**config.mk**
```make
export PLATFORM = sky130hd
export DESIGN_NAME = clkmeas
export DESIGN_NICKNAME = d
export VERILOG_FILES = /design/src/rtl/clkmeas.sv
export SDC_FILE = /design/constraint.sdc
export NUM_CORES = 1
export LEC_CHECK = 0
export BUFFER_PORTS_ARGS = -buffer_cell sky130_fd_sc_hd__buf_2
export CELL_PAD_IN_SITES_DETAIL_PLACEMENT = 0
export CELL_PAD_IN_SITES_GLOBAL_PLACEMENT = 2
export CORE_MARGIN = 5
export CORE_UTILIZATION = 33
export CTS_CLUSTER_DIAMETER = 60
export DETAILED_ROUTE_END_ITERATION = 10
export GPL_TIMING_DRIVEN = 0
export PLACE_DENSITY = 0.69
export SLEW_MARGIN = 20
export SYNTH_ARGS = -nofsm -noshare
export SYNTH_HDL_FRONTEND = slang
export SYNTH_SLANG_ARGS = --single-unit
export TNS_END_PERCENT = 20
```
**constraint.sdc**
```tcl
create_clock -name clk -period 1.5 [get_ports clk]
set_input_delay 0.3 -clock clk [delete_from_list [all_inputs] [get_ports clk]]
set_output_delay 0.3 -clock clk [all_outputs]
set_load 0.01 [all_outputs]
```
**src/rtl/clkmeas.sv**
```systemverilog
// Half-period meter: counts clk cycles between transitions of an asynchronous
// square wave and reports the count in the clock divider's lim encoding.
module clkmeas #(
  parameter int BITLEN      = 8,
  parameter int SYNC_STAGES = 2
) (
  input  logic              clk,
  input  logic              rst,
  input  logic              en,
  input  logic              sig_in,
  output logic [BITLEN-1:0] lim_out,
  output logic              valid,
  output logic              ovf,
  output logic              locked,
  output logic              busy
);

  localparam logic [1:0] IDLE = 2'd0;
  localparam logic [1:0] ARM  = 2'd1;
  localparam logic [1:0] MEAS = 2'd2;
  localparam logic [1:0] OVF  = 2'd3;

  localparam logic [BITLEN-1:0] CNT_MAX = '1;

  logic [SYNC_STAGES-1:0] sync;
  logic                   s;
  logic                   s_d;
  logic                   edge_det;
  logic [BITLEN-1:0]      cnt;
  logic [BITLEN-1:0]      prev;
  logic                   have_prev;
  logic [1:0]             state;

  assign s        = sync[SYNC_STAGES-1];
  assign edge_det = s ^ s_d;
  assign busy     = (state != IDLE);

  always_ff @(posedge clk or posedge rst) begin
    if (rst) begin
      sync      <= '0;
      s_d       <= 1'b0;
      cnt       <= '0;
      prev      <= '0;
      have_prev <= 1'b0;
      lim_out   <= '0;
      valid     <= 1'b0;
      ovf       <= 1'b0;
      locked    <= 1'b0;
      state     <= IDLE;
    end else begin
      // NOTE: non-blocking assignments let every flop see last cycle's values,
      // so the shift chain and the later overrides below behave as registers.
      sync  <= {sync[SYNC_STAGES-2:0], sig_in};
      s_d   <= s;
      valid <= 1'b0;
      ovf   <= 1'b0;

      if (!en) begin
        // Enable wins over any edge this cycle; lim_out and locked hold.
        state     <= IDLE;
        cnt       <= '0;
        have_prev <= 1'b0;
      end else begin
        if (edge_det)
          cnt <= '0;
        else if (cnt != CNT_MAX)
          cnt <= cnt + 1'b1;

        case (state)
          IDLE: begin
            cnt   <= '0;
            state <= ARM;
          end
          ARM: begin
            if (edge_det)
              state <= MEAS;
          end
          MEAS: begin
            // An edge landing on the saturated count is still a valid all-ones result.
            if (edge_det) begin
              lim_out   <= cnt;
              valid     <= 1'b1;
              locked    <= have_prev && (cnt == prev);
              prev      <= cnt;
              have_prev <= 1'b1;
            end else if (cnt == CNT_MAX) begin
              state <= OVF;
            end
          end
          OVF: begin
            if (edge_det) begin
              ovf       <= 1'b1;
              locked    <= 1'b0;
              have_prev <= 1'b0;
              state     <= MEAS;
            end
          end
          default: state <= IDLE;
        endcase
      end
    end
  end

endmodule

```
==> flow_metrics.tcl, run 1 <==
set metrics [dict create \
    status "finished clean" \
    async_flop_share 1.00 \
    setup-violations-final 0 \
    hold_violations 0 \
    final_cell_mix "dfrtp_1, buf_2, nor2_1, xor2_1, buf_4" \
    post-route-util 0.432 \
    ys_ff_latch 25 \
    cts.htree.levels 1 \
    tightest_slew_ns 0.888 \
    power.density_mw_per_mm2 818 \
    io_pins 16 \
    antenna_found_initial 0 \
    max_freq_ghz 0.678 \
    p_leak_uw 0.000708 \
    fin_nets 132 \
    drv_cap 0 \
    fp.dieW_um 69.8 \
    synth_ff_type "dfrtp_1" \
    period_needed_ns 1.47 \
    switchingPower_uw 316 \
    fin_ws_ns 0.0259 \
    rsz0062_at_grt "true" \
    die_y_um 69.8 \
    post_drt_via_cell_ratio 4.71 \
    wirelength_um 2470 \
    slew_viol_final 0 \
    grt_max_degree 26 \
    cts_sinks 25 \
    sw_frac_of_total 0.264 \
    power_frac_comb 0.143 \
    cp-end-kind "register" \
    hp-class "primary input to asynchronous set/reset pin" \
    yosysWarnings 0 \
    cts.path.max_buffers 2 \
    cts_buffers 3 \
    row_count 21 \
    synth_edf_count 0 \
    grtUsageTotal 0.112 \
    final_common_cell "dfrtp_1" \
    start_kind "register" \
    crit_required_ns 1.72 \
    cp_max_fo 5 \
    gp_congestion 0.816 \
    grt_pass1_vias 835 \
    synth_cells 100 \
    irDropWorstVdd_v 0.000474 \
    dp_slack_ns -0.307 \
    syn_to_final_growth_pct 23.8 \
    syn_nets 105 \
    cp.arrival_ns 1.70 \
    worstSetupPathType "register to register" \
    internal_power_uw 881 \
    drive_gt1_frac 0.405 \
    syn_area_per_cell_um2 11.8 \
    remaining_drc_errors 0 \
    via_count 810 \
    dr.pass1.iters 4 \
    clk_latency_ns 0.32 \
    pwr-share-seq 0.598 \
    io_buffers 15 \
    fin_crit_sh 0.983 \
    grt_pass1_wl_um 4400 \
    cts_root_buf "clkbuf_4" \
    ys_seq_area_frac 0.530 \
    pwr-share-clk 0.259 \
    die_area_mm2 0.00488 \
    tritoncts "yes" \
    ant_nets 0 \
    slew-limit-headroom 0.404 \
    wire_per_inst_um 14.4 \
    netlist_area_mm2 0.00118 \
    start_util 0.348 \
    skew_ns 0.00386 \
    first_iter_violations 21 \
    grt_overflow_total 0 \
    core_area_mm2 0.00339 \
    hold_buffers 0 \
    yosysUniqueCellTypes 27 \
    clkTransAtPathRegs_ns 0.14 \
    diodes 0 \
    hpwlAfterDp_um 1610 \
]
-- repair_timing --
item | in CTS | in global routing
pin swaps | 3 | 3
buffers inserted | 3 | 6
resized for setup | 11 | 4
setup endpoints to repair | 16 | 18
cloned | 1 | 0
-- worst paths after layout --
path                          from       end  slack, ns  cells past startpoint
max in group asynchronous      rst  state[1]       1.02                      2
setup reg to reg               s_d   prev[1]       0.03                      4
min in group clk            sig_in   sync[0]       0.07                      1
setup / recovery               s_d   prev[1]       0.03                      4
hold reg to reg            sync[0]   sync[1]       0.37                      0
hold / removal                 rst    locked       0.03                      2
-- worst max-delay path, cell delays in order (launching register included) --
cell and delay (ns):
dfrtp_1 0.44, xor2_2 0.25, nand3_4 0.17, nor2_4 0.21, mux2_4 0.32
-- cells in the mapped netlist, drive strengths merged (2+ instances only) --
library cell / instances / share of area
and4: 2 / 0.015
inv: 3 / 0.0095
nor3: 4 / 0.017
xor2: 12 / 0.095
mux2: 8 / 0.10
nor2: 13 / 0.055
a21oi: 5 / 0.021
clkbuf: 3 / 0.0095
mux2i: 2 / 0.017
o21ai: 2 / 0.0085
nand4: 2 / 0.011
nand2: 5 / 0.016
dfrtp: 25 / 0.53
nand3: 4 / 0.028
-- routing by layer --
metal,routed length (um),global-route usage
met1,1240,0.166
met2,1120,0.162
met3,99,0.0348
met4,14,0.0191
met5,0,0
-- cell families after synthesis --
| family | share of synthesized area |
|---|---|
| AO/OA/AOI/OAI | 0.0572 |
| adder cells (fa/ha/maj) | 0.0106 |
| multiplexers | 0.119 |
| AND/OR/NAND/NOR | 0.162 |
| XOR/XNOR | 0.103 |
| buffers and inverters | 0.0191 |
| flip-flops | 0.530 |
-- power groups by stage --
stage	combinational [uW]	sequential, uW	clock [uW]
floorplan	71.9	740	0
global placement	111	741	0
detailed placement	112	742	0
CTS	153	718	318
global route	191	720	334
finish	171	716	310
-- sequential cells by signal, indices dropped and copies added, names as in the netlist --
name and cells:
state 2, have_prev 1, valid 1, sync 2, ovf 1, prev 8
s_d 1, cnt 8, locked 1
-- area by class of cell --
| class | instances | area, um2 |
|---|---|---|
| Inverter | 3 | 11.3 |
| Timing Repair Buffer | 24 | 149 |
| Sequential cell | 25 | 632 |
| Fill cell | 339 | 1930 |
| Multi-Input combinational cell | 70 | 587 |
| Tap cell | 46 | 57.6 |
| Clock buffer | 4 | 26.3 |
-- through the flow --
step	cell area (um2)	instances	TNS (ns)	total power, uW	hold WS [ns]
final	1460	172	0	1200	0.0338
after global routing	1460	172	-0.279	1240	0.0545
after CTS	1410	169	-0.375	1190	0.0656
after detailed placement	1310	161	-1.56	853	0.336
after global placement	1310	161	-1.37	852	0.332
after floorplan	1180	100	0	812	0.327
Note: power is estimated with default switching activity, not from simulation.
==> run 2, diff against run 1 <==
--- a/config.mk
+++ b/config.mk
@@ -5,6 +5,7 @@
 export SDC_FILE = /design/constraint.sdc
 export NUM_CORES = 1
 export LEC_CHECK = 0
+export ABC_AREA = 1
 export BUFFER_PORTS_ARGS = -buffer_cell sky130_fd_sc_hd__buf_2
 export CELL_PAD_IN_SITES_DETAIL_PLACEMENT = 0
 export CELL_PAD_IN_SITES_GLOBAL_PLACEMENT = 2
@@ -13,7 +14,7 @@
 export CTS_CLUSTER_DIAMETER = 60
 export DETAILED_ROUTE_END_ITERATION = 10
 export GPL_TIMING_DRIVEN = 0
-export PLACE_DENSITY = 0.69
+export PLACE_DENSITY = 0.73
 export SLEW_MARGIN = 20
 export SYNTH_ARGS = -nofsm -noshare
 export SYNTH_HDL_FRONTEND = slang
==> constraint.sdc (replaced) <==
create_clock -name clk -period 1.4 [get_ports clk]
set_input_delay 0.28 -clock clk [delete_from_list [all_inputs] [get_ports clk]]
set_output_delay 0.28 -clock clk [all_outputs]
set_load 0.01 [all_outputs]
==> flow_metrics.tcl, run 2 <==
set metrics [dict create \
    synth_edf_count 0 \
    final_common_cell "nand2_1" \
    clk_latency_ns 0.27 \
    antenna_found_initial 0 \
    slew_viol_final 0 \
    grt_pass1_vias 1033 \
    crit_required_ns 1.12 \
    drive_gt1_frac 0.290 \
    grtUsageTotal 0.124 \
    cp_cell_sequence "inv_2, nand2_2, buf_2" \
    die_area_mm2 0.00539 \
    core_area_mm2 0.00394 \
    final-seq-area_um2 628 \
    yosysUniqueCellTypes 22 \
    setup-violations-final 0 \
    slowest_delay_ns 0.44 \
    multi_input_area_um2 586 \
    reg2regPathDepth 9 \
    p_leak_uw 0.000800 \
    diodes 0 \
    io_pins 16 \
    dp_slack_ns -0.00330 \
    cts.path.max_buffers 2 \
    dr.pass1.iters 4 \
    netlist.area_leader.share 0.471 \
    remaining_drc_errors 0 \
    stdcell_count 243 \
    synth_common_cells "nand2_1, dfrtp_1, inv_1, nor2_1, o21ai_2" \
    ys_ff_latch 25 \
    syn_to_final_growth_pct 17.2 \
    fp.dieW_um 73.4 \
    cts_sinks 25 \
    cp.buffers_inverters 2 \
    top_regs "cnt: 8 flops, prev: 8 flops" \
    cts_buffers 3 \
    hold_buffers 0 \
    grt_pass1_wl_um 5070 \
    fin_nets 199 \
    status "finished clean" \
    regToRegEndpoint "locked" \
    start_kind "register" \
    rrSetupSlack_ns 0.13 \
    gp_congestion 0.808 \
    n_fill_cell 411 \
    cp.arrival_ns 1.01 \
    p_total_uw 1430 \
    synthMostInstantiatedCell "nand2_1" \
    ant_nets 0 \
    worstSetupPathType "register to output port" \
    syn_area_per_cell_um2 7.76 \
    cp-startpoint "state[0]" \
    fin_crit_sh 0.922 \
    first_iter_violations 62 \
    ys_seq_area_frac 0.471 \
    die_y_um 73.4 \
    synthTopCellsByArea "dfrtp_1, nand2_1, inv_1, o21ai_2, nor2_1" \
    syn_nets 176 \
    timing.rr.start "cnt[0]" \
    yosysWarnings 0 \
    crit_family "flip-flops" \
    clkTransAtPathRegs_ns 0.09 \
    hold_violations 0 \
    async_flop_share 1.00 \
    drv_cap 0 \
    netlist_area_mm2 0.00133 \
    start_util 0.337 \
    cts.htree.levels 1 \
    tightest_slew_ns 0.548 \
    row_count 23 \
    max_freq_ghz 0.775 \
    period_needed_ns 1.29 \
    synth_cells 171 \
    final_cell_mix "nand2_1, inv_1, dfrtp_1, buf_2, nor2_1" \
    synth_ff_type "dfrtp_1" \
    io_buffers 15 \
    power.density_mw_per_mm2 922 \
    wirelength_um 2960 \
    synth_top_cell_by_area "dfrtp_1" \
    slew-limit-headroom 0.634 \
    post_drt_via_cell_ratio 4.58 \
    wire_per_inst_um 12.2 \
    cts_root_buf "clkbuf_8" \
    cp-end-kind "output port" \
    dp.cells 236 \
    skew_ns 0.00152 \
    grt_overflow_total 0 \
    hold_ws_ns 0.0468 \
    tritoncts "yes" \
    post-route-util 0.394 \
    hp-class "primary input to asynchronous set/reset pin" \
    via_count 1113 \
    hpwlAfterDp_um 2300 \
    grt_max_degree 26 \
    cp_max_fo 5 \
    fin_ws_ns 0.109 \
    slowest_stage "dfrtp_1" \
    rsz0062_at_grt "false" \
    irDropWorstVdd_v 0.000370 \
]
[run 2: cell count changes in the layout (fill, tap and decap cells not counted), moves of 7 or more]
cell	before	now
inv_1	2	24
nand2_1	5	58
inv_2	0	7
xor2_1	11	0
mux2_4	8	0
o21ai_2	0	8
[run 2: through the flow]
step / cell area, um2 / TNS [ns]
after CTS: 1510 / 0
after global placement: 1470 / 0
after detailed placement: 1470 / -0.00330
after floorplan: 1330 / 0
final: 1560 / 0
after global routing: 1560 / 0
[run 2: worst max-delay path by stage]
stage | depth (start not counted) | slack, ns | to
floorplan | 7 | 0.21 | cnt[7]
detailed placement | 7 | -0.003 | cnt[0]
CTS | 7 | 0.001 | cnt[0]
finish | 3 | 0.11 | busy
global placement | 7 | 0.002 | cnt[0]
global route | 9 | 0.03 | locked
[run 2: cell type report]
type,count,share of cell area
Clock buffer,4,0.0290
Buffer,1,0.00724
Timing Repair Buffer,18,0.0628
Inverter,32,0.0805
Sequential cell,25,0.404
Tap cell,50,0.0402
Multi-Input combinational cell,113,0.377
[run 2: per-layer routing]
metal | GRT usage | wire length, um | vias to the layer above
li1 | - | - | 566
met1 | 0.176 | 1450 | 524
met2 | 0.190 | 1370 | 18
met3 | 0.0205 | 104 | 5
met4 | 0.0423 | 45 | 0
met5 | 0 | 0 | -
[run 2: power breakdown]
group | internal, uW | total [uW] | switching [uW] | leakage (uW)
combinational | 75.2 | 217 | 142 | 0.000442
clock | 204 | 434 | 230 | 0.0000228
sequential | 754 | 783 | 28.5 | 0.000335
total | 1030 | 1430 | 401 | 0.000800
[run 2: cell families (layout without fill, tap and decap cells)]
group / Yosys count / count (layout) / synth area share
AND/OR/NAND/NOR: 94 / 94 / 0.321
flip-flops: 25 / 25 / 0.471
buffers and inverters: 33 / 55 / 0.103
adder cells (fa/ha/maj): 1 / 1 / 0.00942
AO/OA/AOI/OAI: 18 / 18 / 0.0952
[run 2: timing repair]
item                       4_1_cts  5_1_grt
buffers inserted                 0        3
pin swaps                        0        1
gates resized for setup          1        5
setup endpoints to repair        5        8
==> run 3, diff against run 2 <==
--- a/config.mk
+++ b/config.mk
@@ -9,10 +9,12 @@
 export BUFFER_PORTS_ARGS = -buffer_cell sky130_fd_sc_hd__buf_2
 export CELL_PAD_IN_SITES_DETAIL_PLACEMENT = 0
 export CELL_PAD_IN_SITES_GLOBAL_PLACEMENT = 2
+export CORE_ASPECT_RATIO = 1.25
 export CORE_MARGIN = 5
 export CORE_UTILIZATION = 33
 export CTS_CLUSTER_DIAMETER = 60
 export DETAILED_ROUTE_END_ITERATION = 10
+export GPL_ROUTABILITY_DRIVEN = 0
 export GPL_TIMING_DRIVEN = 0
 export PLACE_DENSITY = 0.73
 export SLEW_MARGIN = 20
==> flow_metrics.tcl, run 3 (synthesis gave the netlist of run 2 again) <==
set metrics [dict create \
    status "finished clean" \
    start_util 0.345 \
    hpwlAfterDp_um 2300 \
    stdcell_count 247 \
    remaining_drc_errors 0 \
    io_pins 16 \
    p_leak_uw 0.000784 \
    regToRegEndpoint "state[0]" \
    tritoncts "yes" \
    dp.cells 240 \
    die_y_um 80.9 \
    grt_max_degree 26 \
    finalSetupTns_ns 0 \
    fp.dieW_um 66.7 \
    period_needed_ns 1.31 \
    fin_nets 199 \
    dr.pass1.iters 4 \
    worstSetupPathType "register to output port" \
    drv_cap 0 \
    grt_overflow_total 0 \
    cts_root_buf "clkbuf_8" \
    grtUsageTotal 0.123 \
    slew-limit-headroom 0.621 \
    endpoint "busy" \
    hp-class "primary input to asynchronous set/reset pin" \
    core_area_mm2 0.00385 \
    rsz0062_at_grt "false" \
    post_drt_via_cell_ratio 4.39 \
    cts.path.max_buffers 2 \
    die_area_mm2 0.00540 \
    crit_required_ns 1.12 \
    io_buffers 15 \
    drive_gt1_frac 0.285 \
    max_freq_ghz 0.763 \
    wirelength_um 2970 \
    syn_to_final_growth_pct 16.2 \
    hold_buffers 0 \
    cp-end-kind "output port" \
    skew_ns 0.00853 \
    cts_buffers 3 \
    via_count 1084 \
    slew_viol_final 0 \
    fin_crit_sh 0.936 \
    start_kind "register" \
    irDropWorstVdd_v 0.000401 \
    top_regs "cnt: 8 flops, prev: 8 flops" \
    hold_violations 0 \
    path_depth 3 \
    antenna_found_initial 0 \
    n_fill_cell 437 \
    slowest_delay_ns 0.45 \
    tightest_slew_ns 0.568 \
    rrSetupSlack_ns 0.11 \
    grt_pass1_vias 1080 \
    grt_pass1_wl_um 4960 \
    timing.rr.start "cnt[1]" \
    cp.arrival_ns 1.03 \
    diodes 0 \
    cp-startpoint "state[0]" \
    clk_latency_ns 0.27 \
    cp_max_fo 5 \
    row_count 25 \
    cp_cell_sequence "inv_2, nand2_2, buf_2" \
    cts_sinks 25 \
    final_common_cell "nand2_1" \
    cp.buffers_inverters 2 \
    final_cell_mix "nand2_1, inv_1, dfrtp_1, buf_2, nor2_1" \
    cts.htree.levels 1 \
    clkTransAtPathRegs_ns 0.10 \
    slowest_stage "dfrtp_1" \
    wire_per_inst_um 12.0 \
    hold_ws_ns 0.0459 \
    power.density_mw_per_mm2 935 \
    ant_nets 0 \
    first_iter_violations 28 \
    setup-violations-final 0 \
    reg2regPathDepth 7 \
    crit_family "flip-flops" \
]
-- run 3: routing by layer --
layer,vias to the layer above,global-route usage,wire length (um)
met2,12,0.224,1540
met1,502,0.143,1330
met4,0,0.0488,45
li1,566,-,-
met5,-,0,0
met3,4,0.0166,58
-- run 3: worst register-to-register path, stage by stage, from the launching register on --
cell and delay (ns):
dfrtp_2 0.40, ha_2 0.19, nand2_2 0.11, nor2_4 0.14, nand3_4 0.13, nand2_1 0.08
nand2_1 0.05, o21ai_1 0.13
-- run 3: how the worst min path moves through the flow --
stage	from	cells after the start	end
2_1_floorplan	rst	1	cnt[0]
3_3_place_gp	sync[0]	0	sync[1]
3_5_place_dp	sync[0]	0	sync[1]
4_1_cts	sig_in	1	sync[0]
5_1_grt	rst	2	locked
6_report	rst	2	locked
-- run 3: area by class of cell --
type	instances	area (um2)	area share
clock buffer	4	45.0	0.0292
tap	54	67.6	0.0438
inverter	32	125	0.0811
multi-input combinational	113	568	0.368
sequential	25	628	0.407
timing repair buffer	18	97.6	0.0633
buffer	1	11.3	0.00730
-- run 3: repair_timing --
action / CTS / global route
buffers inserted: 0 / 3
pin swaps: 0 / 0
gates resized for setup: 1 / 2
endpoints found under the setup margin: 7 / 8
-- run 3: stage by stage --
step	total power, uW	setup slack (ns)	cell area [um2]	util
floorplan	938	0.212	1330	-
global placement	1000	-0.0172	1470	0.382
detailed placement	1010	-0.0150	1470	0.382
CTS	1470	0.00570	1520	0.394
global route	1530	0.00661	1540	0.401
finish	1440	0.0897	1540	0.401
-- run 3: report_power, final --
group / switching [uW] / internal [uW]
clock network: 245 / 204
logic: 141 / 72.1
registers: 25.5 / 754
total: 412 / 1030
